===== config.mk =====
export PLATFORM = sky130hd
export DESIGN_NAME = mem_arbiter
export DESIGN_NICKNAME = d
export VERILOG_FILES = /design/src/rtl/mem_arbiter.sv
export SDC_FILE = /design/constraint.sdc
export NUM_CORES = 1
export LEC_CHECK = 0
export BUFFER_PORTS_ARGS = -buffer_cell sky130_fd_sc_hd__buf_2
export CORE_ASPECT_RATIO = 1.25
export CORE_MARGIN = 5
export CORE_UTILIZATION = 37
export DETAILED_ROUTE_END_ITERATION = 8
export PLACE_DENSITY = 0.76
export SLEW_MARGIN = 20
export SYNTH_ARGS = -nofsm -noshare
export SYNTH_HDL_FRONTEND = slang
export SYNTH_SLANG_ARGS = --single-unit

===== constraint.sdc =====
create_clock -name clk -period 1.65 [get_ports clk]
set_input_delay 0.165 -clock clk [delete_from_list [all_inputs] [get_ports clk]]
set_output_delay 0.165 -clock clk [all_outputs]
set_load 0.03 [all_outputs]

===== src/rtl/mem_arbiter.sv =====
// Two-port memory arbiter: port A (instruction fetch, read-only) and port B (data
// read/write) share one downstream memory; ties alternate using a last-grant flag.
module mem_arbiter #(
    parameter int ADDR_W = 32,
    parameter int DATA_W = 32,
    parameter int CNT_W  = 16
) (
    input  logic                  clk,
    input  logic                  rst_n,
    input  logic                  read_a,
    input  logic [ADDR_W-1:0]     address_a,
    output logic                  resp_a,
    output logic [DATA_W-1:0]     rdata_a,
    input  logic                  read_b,
    input  logic                  write_b,
    input  logic [ADDR_W-1:0]     address_b,
    input  logic [DATA_W-1:0]     wdata_b,
    input  logic [DATA_W/8-1:0]   wmask_b,
    output logic                  resp_b,
    output logic [DATA_W-1:0]     rdata_b,
    output logic                  mem_read,
    output logic                  mem_write,
    output logic [ADDR_W-1:0]     mem_address,
    output logic [DATA_W-1:0]     mem_wdata,
    output logic [DATA_W/8-1:0]   mem_wmask,
    input  logic                  mem_resp,
    input  logic [DATA_W-1:0]     mem_rdata,
    output logic [CNT_W-1:0]      conflict_count
);

    localparam int MASK_W = DATA_W / 8;

    typedef enum logic [1:0] {
        IDLE   = 2'd0,
        BUSY_A = 2'd1,
        BUSY_B = 2'd2
    } state_t;

    state_t              state_r;
    state_t              next_state_s;
    logic                last_grant_b_r;   // 1'b1: port B won the most recent grant
    logic [ADDR_W-1:0]   addr_r;
    logic [DATA_W-1:0]   wdata_r;
    logic [MASK_W-1:0]   wmask_r;
    logic                op_write_r;
    logic [CNT_W-1:0]    conflict_count_r;

    logic                req_a_s;
    logic                req_b_s;
    logic                grant_a_s;
    logic                grant_b_s;

    assign req_a_s = read_a;
    assign req_b_s = read_b | write_b;

    // Arbitration and next-state decision
    always_comb begin
        next_state_s = state_r;
        grant_a_s    = 1'b0;
        grant_b_s    = 1'b0;
        case (state_r)
            IDLE: begin
                if (req_a_s && req_b_s) begin
                    if (last_grant_b_r) begin
                        grant_a_s = 1'b1;
                    end else begin
                        grant_b_s = 1'b1;
                    end
                end else if (req_a_s) begin
                    grant_a_s = 1'b1;
                end else if (req_b_s) begin
                    grant_b_s = 1'b1;
                end else begin
                    grant_a_s = 1'b0;
                end
                if (grant_a_s) begin
                    next_state_s = BUSY_A;
                end else if (grant_b_s) begin
                    next_state_s = BUSY_B;
                end else begin
                    next_state_s = IDLE;
                end
            end
            BUSY_A, BUSY_B: begin
                if (mem_resp) begin
                    next_state_s = IDLE;
                end else begin
                    next_state_s = state_r;
                end
            end
            default: next_state_s = IDLE;
        endcase
    end

    // State and grant-history register
    always_ff @(posedge clk) begin
        if (!rst_n) begin
            state_r        <= IDLE;
            last_grant_b_r <= 1'b1;
        end else begin
            state_r <= next_state_s;
            if (grant_a_s) begin
                last_grant_b_r <= 1'b0;
            end else if (grant_b_s) begin
                last_grant_b_r <= 1'b1;
            end else begin
                last_grant_b_r <= last_grant_b_r;
            end
        end
    end

    // Capture the winner's request; held stable for the whole transaction
    always_ff @(posedge clk) begin
        if (!rst_n) begin
            addr_r     <= {ADDR_W{1'b0}};
            wdata_r    <= {DATA_W{1'b0}};
            wmask_r    <= {MASK_W{1'b0}};
            op_write_r <= 1'b0;
        end else if (grant_a_s) begin
            addr_r     <= address_a;
            wdata_r    <= {DATA_W{1'b0}};
            wmask_r    <= {MASK_W{1'b0}};
            op_write_r <= 1'b0;
        end else if (grant_b_s) begin
            addr_r     <= address_b;
            wdata_r    <= wdata_b;
            wmask_r    <= wmask_b;
            op_write_r <= write_b;
        end else begin
            addr_r     <= addr_r;
            wdata_r    <= wdata_r;
            wmask_r    <= wmask_r;
            op_write_r <= op_write_r;
        end
    end

    // Saturating count of IDLE cycles where both ports contend
    always_ff @(posedge clk) begin
        if (!rst_n) begin
            conflict_count_r <= {CNT_W{1'b0}};
        end else if ((state_r == IDLE) && req_a_s && req_b_s
                     && (conflict_count_r != {CNT_W{1'b1}})) begin
            conflict_count_r <= conflict_count_r + {{(CNT_W-1){1'b0}}, 1'b1};
        end else begin
            conflict_count_r <= conflict_count_r;
        end
    end

    // Responses pass straight through so the requester sees completion in the mem_resp cycle
    assign resp_a  = (state_r == BUSY_A) & mem_resp;
    assign resp_b  = (state_r == BUSY_B) & mem_resp;
    assign rdata_a = (state_r == BUSY_A) ? mem_rdata : {DATA_W{1'b0}};
    assign rdata_b = (state_r == BUSY_B) ? mem_rdata : {DATA_W{1'b0}};

    assign mem_read       = (state_r == BUSY_A) | ((state_r == BUSY_B) & ~op_write_r);
    assign mem_write      = (state_r == BUSY_B) & op_write_r;
    assign mem_address    = addr_r;
    assign mem_wdata      = wdata_r;
    assign mem_wmask      = wmask_r;
    assign conflict_count = conflict_count_r;

endmodule

==> results.yml, run 1 <==
status:
  status: "finished, violations left"
  violations: "setup timing"
detailed_routing:
  drt-initial-drc-count: 216
  ant_nets: 0
  drtPass1Iterations: 4
  wire_per_inst_um: 16.8
  routed_wl_mm: 16.6
  num_vias: 5005
  via_per_inst: 5.07
  post-route-drc-count: 0
power_and_ir_drop:
  power.switching_mw: 2.45
  sw_frac_of_total_pct: 34.6
  p_per_area_nw_per_um2: 1010
  p_comb_share_pct: 36.6
  clockPowerShare_pct: 29.1
  ir_drop_mv: 0.603
  power.internal_mw: 4.63
  pwr-share-seq_pct: 34.3
  power_leakage_nw: 3.42
  power_mw: 7.08
global_route:
  antenna_found_initial: 0
  grt_max_degree: 38
  grt_pass1_vias: 4639
  busiest_layer: "met2"
  grtUsageMet2_pct: 39.1
  grt_use_met1_pct: 22.2
  grt_overflow: 0
  grt_pass1_wl_mm: 23.3
  grtUsageTotal_pct: 21.3
  grt_use_met3_pct: 5.59
sta:
  timing.final.ws_setup_ps: -34.0
  finalSetupTns_ps: -273
  tightest_slew_ps: 435
  rsz0062_at_grt: "true"
  fin_crit_ps: 1680
  period_share_pct: 102
  fin_worst_skew_ps: 4.95
  finalMaxSlewViolations: 0
  relSlewSlack_pct: 70.9
  setup_violations: 15
  fmax_ghz: 0.594
  hold_viol_final: 0
synthesis:
  ys_types: 42
  synthArstFlopShare_pct: 0
  yosys_warnings: 0
  ys_seq_elements: 88
  netlist_area_um2: 4130
  synthCells: 530
  syn_area_per_cell_um2: 7.79
  synth_top_area_share_pct: 42.7
  synth_edf_count: 0
  synth_flop_cell: "dfxtp_1"
  synth.area.top_cells: "dfxtp_1 (43%), nand2_1 (13%), and2_1 (10%)"
  synth.largest_area_cell: "dfxtp_1"
  yosysSeqAreaShare_pct: 42.7
  syn-num-nets: 672
job:
  drv_cap: 0
clocking:
  cts_hold_buf: 0
  clk_pin_slew_ps: 70
  htree_levels: 3
  cts_tree: "yes"
  cts_buffers: 9
  clk_latency_ps: 330
  clk_path_buf_depth: 2
  clock_sinks: 88
  root_buffer: "clkbuf_16"
layout:
  drive_gt1_share_pct: 50.0
  layout.nets: 989
  fill_cells: 957
  area_delta_synth_final_pct: 70.4
  utilization_pct: 63.8
  antennaDiodeCount: 0
die:
  die_area_um2: 13400
  die_y_um: 128
  die_w_um: 105
  row_count: 43
  io_pins: 290
  coreArea_um2: 11000
  initial_core_util_pct: 37.4
critical_path:
  setup.worst_path.end_class: "output pin"
  worstPathArrival_ps: 1520
  start_kind: "flip-flop"
  required_ps: 1480
  crit_fanout: 8
  critPathKind: "flip-flop to output pin"
place:
  dp_hpwl_mm: 11.6
  portBuffers: 289
  place_ws_ps: -30.4
  place.gp.congestion: 0.859
worst_hold_path:
  min_path_type: "input pin to flip-flop"
==> worst paths after layout <==
| path | startpoint | endpoint | slack (ps) | cells past startpoint |
|---|---|---|---|---|
| max reg2reg | state_r[1] | mem_address[7] | 10 | 8 |
| max | state_r[0] | rdata_b[3] | -30 | 6 |
| min reg2reg | mem_wdata[31] | mem_wdata[31] | 450 | 2 |
| min | wdata_b[0] | mem_wdata[0] | 70 | 3 |
==> cells in the final DEF (no fill, tap or decap), types with 3 or more instances in the layout <==
| cell type | netlist | final |
|---|---|---|
| ha_4 | 0 | 3 |
| a311oi_2 | 0 | 11 |
| nor2_1 | 37 | 37 |
| or4_1 | 7 | 7 |
| dfxtp_1 | 88 | 85 |
| buf_12 | 0 | 11 |
| buf_2 | 10 | 254 |
| nand2b_1 | 4 | 4 |
| nand4_1 | 4 | 4 |
| clkbuf_16 | 0 | 15 |
| and2_1 | 68 | 34 |
| nand2_1 | 146 | 145 |
| and2_4 | 0 | 34 |
| a311oi_1 | 32 | 21 |
| a21oi_1 | 48 | 48 |
| inv_1 | 8 | 6 |
| mux2i_1 | 4 | 4 |
| buf_6 | 0 | 39 |
| o31ai_1 | 7 | 7 |
| o21ai_0 | 4 | 4 |
| inv_2 | 1 | 3 |
| buf_4 | 5 | 29 |
| nand3_1 | 5 | 5 |
| nor3_1 | 3 | 3 |
| dfxtp_2 | 0 | 3 |
==> cell type report <==
class | count | area, um2 | share of cell area, %
timing repair buffer | 342 | 2370 | 33.7
clock buffer | 10 | 239 | 3.40
clock inverter | 6 | 67.6 | 0.960
inverter | 9 | 33.8 | 0.480
tap | 135 | 169 | 2.40
multi-input combinational | 397 | 2390 | 33.9
sequential | 88 | 1770 | 25.1
==> state kept, by name, summed over array words and instances, names as in the netlist <==
register and count:
mem_wdata 32, state_r 2, last_grant_b_r 1, op_write_r 1, mem_address 32, conflict_count 16, mem_wmask 4
==> worst max-delay path, stage by stage, from the launching register on <==
cell and delay (ps):
dfxtp_2 330, inv_2 80, buf_6 110, ha_4 220, clkbuf_16 180, and2_4 140, buf_6 120
==> through the flow <==
step | hold WS [ps] | cell area, um2 | cells
floorplan | 301 | 4130 | 530
CTS | 55.8 | 6550 | 971
finish | 66.8 | 7040 | 987
detailed placement | 410 | 5960 | 952
global route | 63.9 | 7040 | 987
global placement | 405 | 5960 | 952
==> per-layer routing <==
layer  part of all wire (%)  up-vias
met5                      0        -
met4                    3.6        0
met3                    7.0       33
met2                     53      197
met1                     36     2339
li1                       -     2436
==> logic make-up (layout without fill, tap and decap cells) <==
kind of cell / Yosys count / in the layout / share of synthesized area [%]
buf+inv: 45 / 367 / 4.85
mux: 5 / 5 / 1.24
simple gates: 287 / 287 / 33.4
compound gates: 101 / 101 / 16.7
flops: 88 / 88 / 42.7
fa+ha+maj: 4 / 4 / 1.21
==> power by group through the flow <==
stage	Sequential (mW)	Combinational, mW	Clock (mW)
after floorplan	2.84	0.930	0
after global placement	2.47	2.08	0
after detailed placement	2.47	2.09	0
after CTS	2.43	2.25	2.12
after global routing	2.45	2.76	2.20
final	2.43	2.59	2.06
==> synth_stat cells, types with 2 or more instances <==
cell and instances:
clkbuf_1 21, mux2i_1 4, nand2_1 146, nand4_1 4, or3_1 2, a311oi_1 32, o31ai_1 7, nor2_1 37
nand3_1 5, nor3_1 3, buf_4 5, dfxtp_1 88, nand2b_1 4, and3_1 2, buf_2 10, o21ai_0 4
or4_1 7, and2_1 68, ha_1 4, a21oi_1 48, inv_1 8
==> repair_timing <==
action	CTS	global route
gates resized for setup	71	71
gates cloned	2	9
setup endpoints to repair	78	126
buffers inserted	1	7
pin swaps	2	6
No activity file was read; power rests on OpenSTA's default activity.
==> inputs of run 2 (changes only) <==
==> constraint.sdc (replaced) <==
create_clock -name clk -period 1.65 [get_ports clk]
set_input_delay 0.33 -clock clk [delete_from_list [all_inputs] [get_ports clk]]
set_output_delay 0.33 -clock clk [all_outputs]
set_load 0.03 [all_outputs]
==> run 2 against run 1 <==
Effect of this change:
- the flow still finishes with violations (setup timing)
- clock power rose by 18%
- clock skew is 0.75 ps higher
- global-route usage is 5.1 points higher
- flip-flop and latch count is the same
- sequential power barely moved
- critical path depth is the same
- critical path type unchanged
- fmax decreased by 11%
==> results.yml, run 2 (synthesis results as in run 1) <==
status:
  status: "finished, violations left"
  violations: "setup timing"
global_route:
  grtUsageTotal_pct: 26.4
  grt_pass1_vias: 5247
  grt_max_degree: 38
  grt_overflow: 0
  grt_pass1_wl_mm: 28.0
  grtUsageMet2_pct: 48.6
  grt_use_met1_pct: 26.8
  antenna_found_initial: 0
  busiest_layer: "met2"
  grt_use_met3_pct: 6.95
die:
  die_area_um2: 13400
  row_count: 43
  io_pins: 290
  coreArea_um2: 11000
  die_w_um: 105
  die_y_um: 128
  initial_core_util_pct: 37.4
power_and_ir_drop:
  power_mw: 8.29
  sw_frac_of_total_pct: 34.5
  ir_drop_mv: 0.592
  power.switching_mw: 2.86
  power_leakage_nw: 3.89
  p_comb_share_pct: 41.0
  pwr-share-seq_pct: 29.7
  clockPowerShare_pct: 29.3
  power.internal_mw: 5.42
  p_per_area_nw_per_um2: 990
clocking:
  clk_latency_ps: 340
  cts_buffers: 9
  clk_path_buf_depth: 2
  cts_tree: "yes"
  clk_pin_slew_ps: 70
  htree_levels: 3
  clock_sinks: 88
  root_buffer: "clkbuf_16"
layout:
  antennaDiodeCount: 0
  multi_input_area_um2: 2910
  regArea_um2: 1760
  final_cells: 1023
  final_cell_mix: "buf_2 (221), buf_6 (90), nand2_1 (88), dfxtp_1 (87), nand2_2 (43)"
  drive_gt1_share_pct: 64.3
  final_cell_area_um2: 8370
  layout.nets: 1025
  area_delta_synth_final_pct: 103
  layout_commonest_cell: "buf_2"
  fill_cells: 742
sta:
  timing.final.ws_setup_ps: -236
  finalMaxSlewViolations: 0
  hold_viol_final: 0
  finalHoldWorstSlack_ps: 231
  setup_violations: 145
  fin_crit_ps: 1890
  relSlewSlack_pct: 57.7
  tightest_slew_ps: 632
  rsz0062_at_grt: "true"
  fmax_ghz: 0.530
  period_share_pct: 114
  fin_worst_skew_ps: 5.71
critical_path:
  crit_fanout: 8
  start_kind: "flip-flop"
  path_cells: "inv_2 -> buf_6 -> ha_4 -> clkbuf_16 -> and2_4 -> buf_6"
  cp_common_cell: "buf_6"
  setup.worst_path.end_class: "output pin"
  worstPathArrival_ps: 1560
  critPathKind: "flip-flop to output pin"
  required_ps: 1320
  critPathSlowestCell: "dfxtp_2"
  slowest_delay_ps: 330
detailed_routing:
  drtPass1Iterations: 4
  via_per_inst: 5.31
  ant_nets: 0
  drt-initial-drc-count: 317
  num_vias: 5430
  wire_per_inst_um: 19.8
  post-route-drc-count: 0
  routed_wl_mm: 20.3
place:
  place.gp.congestion: 0.838
  place_area_um2: 6070
  dp_hpwl_mm: 12.0
  portBuffers: 289
  dp.cells: 960
worst_hold_path:
  min_path_type: "input pin to flip-flop"
job:
  drv_cap: 0
-- run 2: power groups by stage --
stage / combinational, mW / sequential [mW] / clock [mW]
after floorplan: 0.930 / 2.84 / 0
after global placement: 2.17 / 2.47 / 0
after detailed placement: 2.18 / 2.47 / 0
after CTS: 3.10 / 2.44 / 2.46
after global routing: 3.56 / 2.48 / 2.55
final: 3.39 / 2.46 / 2.43
-- run 2: layout make-up --
type	count	share of cell area, %
Clock buffer	10	2.86
Inverter	9	0.404
Multi-Input combinational cell	398	34.8
Clock inverter	6	1.38
Timing Repair Buffer	377	37.5
Sequential cell	88	21.1
Tap cell	135	2.02
-- run 2: routing by layer --
metal	share of wire, %	routed length, um	vias up
met1	34	6880	2560
met2	53	10800	286
met3	7.6	1530	71
li1	-	-	2513
met4	5.2	1050	0
met5	0	0	-
-- run 2: final timing paths --
check / to / cells after the start / slack [ps] / startpoint
worst max-delay path: rdata_b[4] / 6 / -240 / state_r[0]
worst min-delay path: mem_wdata[28] / 3 / 230 / wdata_b[28]
worst max register to register: mem_address[17] / 10 / -180 / state_r[0]
worst min register to register: mem_wdata[22] / 2 / 450 / mem_wdata[22]
-- run 2: timing repair --
| action | CTS | global route |
|---|---|---|
| endpoints found under the setup margin | 128 | 152 |
| gates resized for setup | 240 | 138 |
| hold buffers | 0 | 0 |
| buffers inserted | 27 | 10 |
| gates cloned | 15 | 3 |
| pin swaps | 62 | 48 |
-- run 2: worst max-delay path: cells and delay by family (launching register included) --
| family | cells | cell delay [ps] |
|---|---|---|
| fa+ha+maj | 1 | 250 |
| buf+inv | 4 | 470 |
| flops | 1 | 330 |
| simple gates | 1 | 150 |
-- run 2: through the flow --
| step | setup TNS [ps] | worst slack (ps) | util [%] |
|---|---|---|---|
| final | -17080 | -236 | 75.9 |
| after detailed placement | -469 | -41.2 | 55.0 |
| after floorplan | 0 | 3.74 | - |
| after CTS | -15520 | -197 | 70.9 |
| after global placement | 0 | 10.5 | 55.0 |
| after global routing | -25210 | -267 | 75.9 |
==> inputs of run 3 (changes only) <==
clock period = 1.73 ns   (was 1.65 ns; I/O delays follow)
==> run 3 against run 2 <==
Effect of this change:
- the run still ends with setup timing left
- final cell count down 4.3%
- combinational power fell by 26%
- critical path depth decreased by 1
- power shrank 17%
- largest cell class is now multi-input gates
- largest power group unchanged
==> results.yml, run 3 (synthesis results as in run 1) <==
status:
  status: "finished, violations left"
  violations: "setup timing"
worst_hold_path:
  hold_path_depth: 3
  holdPathEnd: "mem_wdata[19]"
  worstHoldStart: "wdata_b[19]"
  min_path_type: "input pin to flip-flop"
sta:
  setup_violations: 10
  relSlewSlack_pct: 71.7
  finalHoldWorstSlack_ps: 242
  fin_crit_ps: 1760
  rsz0062_at_grt: "true"
  tightest_slew_ps: 422
  fin_worst_skew_ps: 9.31
  fmax_ghz: 0.569
  period_share_pct: 102
  hold_viol_final: 0
  timing.final.ws_setup_ps: -27.5
  finalMaxSlewViolations: 0
job:
  drv_cap: 0
layout:
  fill_cells: 918
  layout_commonest_cell: "buf_2"
  final_cell_mix: "buf_2 (221), nand2_1 (140), dfxtp_1 (84), buf_6 (74), a21oi_1 (42)"
  drive_gt1_share_pct: 51.4
  regArea_um2: 1770
  area_delta_synth_final_pct: 74.6
  multi_input_area_um2: 2470
  layout.nets: 980
  final_cells: 979
power_and_ir_drop:
  power_mw: 6.89
  power_leakage_nw: 3.43
  p_per_area_nw_per_um2: 955
  ir_drop_mv: 0.625
critical_path:
  reg2reg_to: "mem_address[10]"
  required_ps: 1380
  critPathKind: "flip-flop to output pin"
  rr_startpoint: "state_r[0]"
  crit_fanout: 9
  rr_worst_depth: 8
  reg2reg_slack_ps: 20
  start_kind: "flip-flop"
  setup.worst_path.end_class: "output pin"
  worstPathArrival_ps: 1410
global_route:
  antenna_found_initial: 2
  grt_pass1_wl_mm: 23.3
  grtUsageTotal_pct: 21.6
  grt_overflow: 0
  grt_pass1_vias: 4559
  grt_max_degree: 41
die:
  coreArea_um2: 11000
  die_area_um2: 13400
  io_pins: 290
  initial_core_util_pct: 37.4
  die_y_um: 128
  die_w_um: 105
  row_count: 43
detailed_routing:
  via_per_inst: 5.08
  drtPass1Iterations: 4
  num_vias: 4973
  routed_wl_mm: 17.1
  ant_nets: 0
  post-route-drc-count: 0
  wire_per_inst_um: 17.5
  drt-initial-drc-count: 222
place:
  dp_hpwl_mm: 11.7
  place.gp.congestion: 0.849
  dp.cells: 945
  portBuffers: 289
  place_ws_ps: 22.6
clocking:
  clk_path_buf_depth: 2
  root_buffer: "clkbuf_16"
  cts_tree: "yes"
  clock_sinks: 88
  clk_latency_ps: 330
  clk_pin_slew_ps: 60
  htree_levels: 3
  cts_hold_buf: 0
  cts_buffers: 9
==> run 3: stage by stage <==
stage	utilization (%)	TNS (ps)	area (um2)
floorplan	-	0	4130
global placement	53.7	0	5920
detailed placement	53.7	0	5920
CTS	59.5	-82.1	6560
global route	65.4	-2600	7210
finish	65.4	-130	7210
==> run 3: per-layer routing <==
metal  GRT usage, %  part of all wire, %  vias up
met5              0                    0        -
met4           11.0                  4.1        0
met3           6.70                  7.4       47
met2           39.7                   53      231
met1           21.8                   36     2278
li1               -                    -     2417
==> run 3: area by class of cell <==
| type | count | share of cell area, % |
|---|---|---|
| Multi-Input combinational cell | 397 | 34.2 |
| Timing Repair Buffer | 333 | 34.0 |
| Sequential cell | 88 | 24.6 |
| Clock buffer | 10 | 3.17 |
| Tap cell | 135 | 2.34 |
| Clock inverter | 5 | 1.13 |
| Inverter | 9 | 0.538 |
| Antenna cell | 2 | 0.0694 |
==> run 3: worst max path at each step <==
stage	from	endpoint	slack [ps]	depth (start not counted)
after floorplan	conflict_count[5]	conflict_count[14]	80	4
after global placement	state_r[0]	conflict_count[12]	90	6
after detailed placement	state_r[0]	mem_address[26]	20	7
after CTS	state_r[1]	rdata_a[14]	-20	5
after global routing	state_r[1]	rdata_a[25]	-80	5
final	state_r[1]	mem_read	-30	5
==> run 3: critical path, cell delays in order (launching register included) <==
cell	delay (ps)
dfxtp_4	380
inv_4	50
ha_4	180
clkbuf_16	160
a21o_1	170
buf_6	140
==> run 3: what timing repair did <==
item	in CTS	in global routing
buffers inserted	0	9
setup endpoints to repair	68	110
pin swaps	0	13
gates cloned	0	8
resized for setup	113	116
==> run 3: report_power, final <==
part / switching, mW / internal (mW) / total (mW)
combinational: 1.46 / 1.05 / 2.51
clock: 0.794 / 1.26 / 2.05
sequential: 0.107 / 2.22 / 2.33
